===== src/rtl/spin_phase_readout_pkg.sv =====
`default_nettype none
// ============================================================================
// spin_phase_readout_pkg : FSM encoding and counter-width helper for readout
// Rev 1.0
// ============================================================================
package spin_phase_readout_pkg;

  typedef enum logic [1:0] {
    IDLE   = 2'd0,
    SETTLE = 2'd1,
    SAMPLE = 2'd2,
    DONE   = 2'd3
  } state_t;

  // Bits needed to hold 0..max_val; never returns less than one bit.
  function automatic int cnt_width(input int max_val);
    int w;
    w = $clog2(max_val + 1);
    return (w < 1) ? 1 : w;
  endfunction

endpackage
`default_nettype wire


===== src/rtl/spin_phase_readout_sync.sv =====
`default_nettype none
// ============================================================================
// spin_phase_readout_sync : WIDTH-bit two-flop synchroniser, sync reset
// Rev 1.0
// ============================================================================
module spin_phase_readout_sync #(
  parameter int WIDTH = 5
) (
  input  logic             clk,
  input  logic             rst,
  input  logic [WIDTH-1:0] d,
  output logic [WIDTH-1:0] q
);

  logic [WIDTH-1:0] r_meta;
  logic [WIDTH-1:0] r_sync;

  always_ff @(posedge clk) begin
    if (rst) begin
      r_meta <= '0;
      r_sync <= '0;
    end else begin
      r_meta <= d;
      r_sync <= r_meta;
    end
  end

  assign q = r_sync;

endmodule
`default_nettype wire


===== src/rtl/spin_phase_readout.sv =====
`default_nettype none
// ============================================================================
// spin_phase_readout : settles, samples oscillator phases against spin 0 and
// registers a majority-vote max-cut partition with a one-cycle valid pulse.
// Rev 1.0
// ============================================================================
module spin_phase_readout
  import spin_phase_readout_pkg::*;
#(
  parameter int N             = 5,
  parameter int SETTLE_CYCLES = 256,
  parameter int SAMPLE_CYCLES = 64
) (
  input  logic         clk,
  input  logic         rst,
  input  logic         start,
  input  logic [N-1:0] spins_in,
  output logic         busy,
  output logic         valid,
  output logic [N-1:0] solution
);

  localparam int C_SW = cnt_width(SETTLE_CYCLES);
  localparam int C_MW = cnt_width(SAMPLE_CYCLES);
  localparam logic [C_SW-1:0] C_SETTLE_LAST =
      C_SW'((SETTLE_CYCLES > 0) ? SETTLE_CYCLES - 1 : 0);
  localparam logic [C_MW-1:0] C_SAMPLE_LAST = C_MW'(SAMPLE_CYCLES - 1);
  localparam logic [C_MW-1:0] C_HALF        = C_MW'(SAMPLE_CYCLES / 2);

  logic [N-1:0]    w_sync;
  logic [N-1:0]    w_next_sol;
  state_t          r_state;
  logic [C_SW-1:0] r_settle_cnt;
  logic [C_MW-1:0] r_sample_cnt;
  logic [C_MW-1:0] r_mis_cnt [1:N-1];

  spin_phase_readout_sync #(
    .WIDTH (N)
  ) u_sync (
    .clk (clk),
    .rst (rst),
    .d   (spins_in),
    .q   (w_sync)
  );

  // Strictly greater than half: an exact tie stays in spin 0's partition.
  always_comb begin
    w_next_sol = '0;
    for (int i = 1; i < N; i++) begin
      w_next_sol[i] = (r_mis_cnt[i] > C_HALF);
    end
  end

  always_ff @(posedge clk) begin
    if (rst) begin
      r_state      <= IDLE;
      busy         <= 1'b0;
      valid        <= 1'b0;
      solution     <= '0;
      r_settle_cnt <= '0;
      r_sample_cnt <= '0;
      for (int i = 1; i < N; i++) begin
        r_mis_cnt[i] <= '0;
      end
    end else begin
      valid <= 1'b0;
      case (r_state)
        IDLE: begin
          if (start) begin
            busy         <= 1'b1;
            r_settle_cnt <= '0;
            r_sample_cnt <= '0;
            for (int i = 1; i < N; i++) begin
              r_mis_cnt[i] <= '0;
            end
            r_state <= (SETTLE_CYCLES == 0) ? SAMPLE : SETTLE;
          end
        end
        SETTLE: begin
          if (r_settle_cnt == C_SETTLE_LAST) begin
            r_sample_cnt <= '0;
            for (int i = 1; i < N; i++) begin
              r_mis_cnt[i] <= '0;
            end
            r_state <= SAMPLE;
          end else begin
            r_settle_cnt <= r_settle_cnt + C_SW'(1);
          end
        end
        SAMPLE: begin
          for (int i = 1; i < N; i++) begin
            r_mis_cnt[i] <= r_mis_cnt[i] + C_MW'(w_sync[i] ^ w_sync[0]);
          end
          if (r_sample_cnt == C_SAMPLE_LAST) begin
            r_state <= DONE;
          end else begin
            r_sample_cnt <= r_sample_cnt + C_MW'(1);
          end
        end
        DONE: begin
          solution <= w_next_sol;
          valid    <= 1'b1;
          busy     <= 1'b0;
          r_state  <= IDLE;
        end
        default: begin
          r_state <= IDLE;
          busy    <= 1'b0;
        end
      endcase
    end
  end

endmodule
`default_nettype wire

===== config.mk =====
export PLATFORM = sky130hd
export DESIGN_NAME = spin_phase_readout
export DESIGN_NICKNAME = d
export VERILOG_FILES = /design/src/rtl/spin_phase_readout_pkg.sv /design/src/rtl/spin_phase_readout_sync.sv /design/src/rtl/spin_phase_readout.sv
export SDC_FILE = /design/constraint.sdc
export NUM_CORES = 1
export LEC_CHECK = 0
export ABC_AREA = 1
export CAP_MARGIN = 20
export CELL_PAD_IN_SITES_DETAIL_PLACEMENT = 0
export CELL_PAD_IN_SITES_GLOBAL_PLACEMENT = 2
export CORE_UTILIZATION = 39
export DETAILED_ROUTE_END_ITERATION = 10
export GPL_TIMING_DRIVEN = 0
export PLACE_DENSITY = 0.94
export SETUP_SLACK_MARGIN = 0.1
export SYNTH_ARGS = -nofsm -noshare
export SYNTH_HDL_FRONTEND = slang
export SYNTH_SLANG_ARGS = --single-unit

===== constraint.sdc =====
create_clock -name clk -period 4.6 [get_ports clk]
set_input_delay 0.92 -clock clk [delete_from_list [all_inputs] [get_ports clk]]
set_output_delay 0.92 -clock clk [all_outputs]
set_load 0.005 [all_outputs]

=== Yosys cells after proc, flatten, opt, wreduce, memory -nomap -nowiden ===
Memory sizes are Yosys's and may differ from the RTL's.
Index checks and enable logic that the tools add are counted.

* Memories kept: 1
* Output and inout bits: 7
* Flip-flop bits (word level): 34
* RAM bits: 28
* Input bits: 8
* Logic and storage cells: 92

{| class="wikitable"
|+ Memory list
! memory !! words !! bits a word !! rd ports !! clocked after memory_dff !! write ports !! line !! text
|-
| r_mis_cnt || 4 || 7 || 4 || 0 || 4 || spin_phase_readout.sv:35 || <nowiki>logic [C_MW-1:0] r_mis_cnt [1:N-1];</nowiki>
|}

* Bitwise operators: 16
* Equal/unequal tests: 10
* Add/subtract/negate cells: 6
* Reductions and logical operators: 8
* $lt $le $gt $ge: 4
* Muxes and demuxes: 39

{| class="wikitable"
|+ Operators with widths
! kind !! count
|-
| two-way mux 7 bit || 15
|-
| adder 7 x 1 -> 7 bit || 4
|-
| > comparator 7 x 6 -> 1 bit, second input constant || 4
|-
| case mux 7 bit (3 select lines) || 1
|-
| two-way mux 9 bit || 2
|-
| case mux 9 bit (2 select lines) || 1
|-
| two-way mux 1 bit || 15
|-
| OR 1 bit || 12
|-
| inequality test 2 bit, second input constant || 5
|-
| adder 9 x 1 -> 9 bit, second input constant || 1
|-
| equality test 9 x 8 -> 1 bit, second input constant || 1
|-
| case mux 2 bit (4 select lines) || 1
|-
| adder 7 x 1 -> 7 bit, second input constant || 1
|-
| equality test 7 x 6 -> 1 bit, second input constant || 1
|-
| two-way mux 2 bit || 3
|-
| AND reduction 3 bit || 2
|-
| equality test 2 bit, second input constant || 2
|-
| AND reduction 4 bit || 1
|-
| nonzero test 2 bit || 2
|-
| bitwise XOR 1 bit || 4
|-
| nonzero test 3 bit || 1
|-
| equality test 2 x 1 -> 1 bit, second input constant || 1
|-
| logical NOT 2 bit || 1
|-
| case mux 1 bit (2 select lines) || 1
|-
| AND reduction 2 bit || 1
|}

=== Depth between registers and ports, before layout ===
* Depth after elaboration: 7
* Gate-level depth with buffers: 15
* Gate-level depth less buffers: 15

=== By module ===
A second synthesis with hierarchy kept.

* Cells, all modules: 365
* Area, all modules: 3129.3 µm²

{| class="wikitable"
|+ By module, submodules not included
! module !! area each (µm²) !! times used !! seq. area each (µm²) !! cells an instance
|-
| spin_phase_readout || 2842.7 || 1 || 1321.3 || 334
|-
| spin_phase_readout_sync || 286.5 || 1 || 200.2 || 31
|}

=== Worst setup path after synthesis ===
OpenSTA, ideal clock, no wires.

* Path type: flip-flop to flip-flop
* Start point: reg r_settle_cnt[0]
* End point: reg r_mis_cnt[0][10] (netlist name)
* Data required time: 4.016 ns
* Slack: 2.117 ns
* Stages on the path, launching flop included: 9
* Buffers on the path: 0
* Data arrival time: 1.899 ns
* Period minus slack after synthesis: 2.483 ns
* Setup time: 0.584 ns
* Cell sequence: dfxtp_1 ha_1 nand2_1 inv_1 nand2_1 nor3b_1 ha_1 nand2_1 nand4_1

{| class="wikitable"
|+ RTL lines
! element !! line !! text
|-
| start, declared || spin_phase_readout.sv:33 || <nowiki>logic [C_SW-1:0] r_settle_cnt;</nowiki>
|-
| start signal, assigned || spin_phase_readout.sv:87 || <nowiki>r_settle_cnt <= r_settle_cnt + C_SW'(1);</nowiki>
|}

==> results_dict.tcl <==
set metrics [dict create \
    min_from "u_sync.r_meta[4]" \
    synthArstFlopShare_pct 0 \
    grt_max_degree 17 \
    crit_family "buffers and inverters" \
    synth_seq_cells 62 \
    num_antenna_cells 0 \
    timing.fmax_ghz 0.4581 \
    synthFlopType "dfxtp_1" \
    gp_congestion 0.7064 \
    r2r-end "r_mis_cnt[0][9]" \
    ios 15 \
    ir_worst_vdd_v 0.0002032 \
    synthesis.nets 392 \
    detail_route.vias_per_cell 4.604 \
    finalWirelength_mm 5.449 \
    synthesis.instances 367 \
    worst_slew_pin_slew_ns 0.5731 \
    die_area_sq_um 8232 \
    crit_fanout 16 \
    dpl_cell_area_sq_um 3354 \
    cts-hold-fix-buffers 0 \
    clock-sinks 62 \
    cts_tree "done" \
    critPathKind "in2reg" \
    rsz0062_at_grt "false" \
    clk_path_buf_depth 2 \
    power_density_nw_per_um2 491.8 \
    die_w_um 90.73 \
    reg2regPathDepth 10 \
    drive_gt1_share_pct 8.794 \
    yosysUniqueCellTypes 31 \
    p_leak_uw 0.001484 \
    ys_seq_area_share_pct 49.55 \
    path_common_cell "buf_8" \
    status "finished clean" \
    grt_pass1_wl_mm 9.356 \
    antenna_found_initial 0 \
    fin_crit_ns 2.183 \
    cp-end-kind "register" \
    via_count 2288 \
    design_area_sq_um 3563 \
    mostFrequentLayoutCell "inv_1" \
    drt_iter0_markers 118 \
    finalHoldViolCount 0 \
    die_h_um 90.73 \
    holdCritPathClass "reg2reg" \
    initial_core_util_pct 41.23 \
    finalSetupViolations 0 \
    drc 0 \
    dp_hpwl_mm 3.836 \
    r2r_slack_ns 2.50 \
    finalNetCount 418 \
    power_uw 1753 \
    fin_util_pct 47.85 \
    synth_area_sq_um 3070 \
    slowest_stage "clkdlybuf4s50_1" \
    rr_startpoint "r_settle_cnt[1]" \
    clkLatencyLatePin_ns 0.34 \
    crit_path_max_incr_delay_ns 0.52 \
    syn_avg_cell_area_sq_um 8.366 \
    cp_data_arrival_time_ns 2.23 \
    wl_per_cell_um 10.96 \
    root_buffer "clkbuf_8" \
    area_delta_synth_final_pct 16.06 \
    finClkSkew_ns 0.008636 \
    synth_top_area_share_pct 27.38 \
    hold_ws_ns 0.4065 \
    synth_area_leader_cell "edfxtp_1" \
    drv_slew 0 \
    synth_area_leaders "edfxtp_1 27%, dfxtp_1 22%, inv_1 7.7%" \
    path_cells "clkdlybuf4s50_1 > inv_1 > nand4_1 > buf_8 > buf_8" \
    cts_max_level 3 \
    numPortBuffers 13 \
    rows 31 \
    fin_crit_sh_pct 47.46 \
    min_path_cells 2 \
    setup_tns_ns 0 \
    firstDrtPassIters 4 \
    max-slew-margin-rel_pct 61.79 \
    cts_resized 0 \
    gr-total-overflow 0 \
    cp-start-kind "input pin" \
    hold_path_end "u_sync.q[4]" \
    final_cell_mix "63 x inv_1, 55 x nand2_1, 48 x nor2_1" \
    synth-edff-count 28 \
    fp.coreArea_sq_um 7447 \
    cts_buffers 9 \
    ys.warnings.count 0 \
    critPathBufInv 4 \
    clk_pin_slew_ns 0.07 \
    postRouteAntennaNets 0 \
    grt_use_total_pct 14.46 \
    maxCapViolations 0 \
    required_ns 4.64 \
    post_cts_buffers 0 \
    grt_pass1_vias 2085 \
]
==> cells in the mapped netlist (2+ instances only) <==
master    instances
o21ai_0          26
nand2_1          55
edfxtp_1         28
a31oi_1           4
xor2_1            5
ha_1             17
nor2_2            3
nor3b_1           2
nand3_1          12
nand4_1          12
inv_2             3
dfxtp_1          34
nand2_4           2
a21oi_1          27
buf_2             3
a211oi_1          2
nor2_4            3
nor2_1           48
inv_1            63
nand2_2           2
nor3_1            6
==> layer usage <==
layer  vias to the layer above  GRT usage (%)  wire length (um)  share of wire [%]
met4                         0          4.435                63                1.2
met5                         -              0                 0                  0
met1                      1010          18.28              2847                 52
met2                        28          22.92              2364                 43
li1                       1243              -                 -                  -
met3                         7          5.303               174                3.2
==> logic make-up (layout without fill, tap and decap cells) <==
family / count (synthesis) / count (layout) / synth area share (%)
DFF: 62 / 62 / 49.55
adders and majority gates: 17 / 17 / 6.927
AOI/OAI and AO/OA: 61 / 61 / 10.35
other: 1 / 1 / 0.1221
xor gates and xnor gates: 6 / 6 / 1.711
buffers and inverters: 72 / 103 / 9.046
and+or+nand+nor: 148 / 148 / 22.29
==> power breakdown <==
group	internal (uW)	switching, uW
Combinational	165	300
Sequential	706	79.1
Clock	282	220
==> sequential cells by signal, summed over array words and instances (netlist names) <==
signal,count
r_settle_cnt,9
u_sync.q,5
solution,4
r_state,2
u_sync.r_meta,5
valid,1
r_sample_cnt,7
busy,1
r_mis_cnt,28
==> worst max-delay path by stage <==
stage                     from                to  slack [ns]  cells after the start
4_1_cts                    rst   r_mis_cnt[0][9]        2.38                      5
3_3_place_gp               rst  r_mis_cnt[0][27]        0.75                      3
3_5_place_dp               rst  r_mis_cnt[0][27]        2.02                      5
6_report                   rst   r_mis_cnt[0][9]        2.42                      5
5_1_grt        r_settle_cnt[3]   r_sample_cnt[0]        2.26                     13
2_1_floorplan  r_settle_cnt[0]  r_mis_cnt[0][10]        2.12                      8
==> cell type report <==
class / instances / area (sq um)
inverters: 66 / 247.7
flip-flops and latches: 62 / 1521
fillers: 760 / 3884
multi-input cells: 233 / 1271
clock buffers: 11 / 152.6
clock inverters: 5 / 56.30
repair buffers: 15 / 160.2
well taps: 99 / 123.9
plain buffers: 6 / 30.03
==> worst min-delay path, delay by kind of cell (launching register included) <==
family                 cells  cell delay [ns]
buffers and inverters      1             0.04
DFF                        1             0.30
and+or+nand+nor            1             0.03
==> through the flow <==
step	setup WS, ns	instances
2_1_floorplan	2.117	367
3_3_place_gp	0.7451	479
3_5_place_dp	2.024	481
4_1_cts	2.382	497
5_1_grt	2.262	497
6_report	2.417	497
Note: power is estimated with default switching activity, not from simulation.
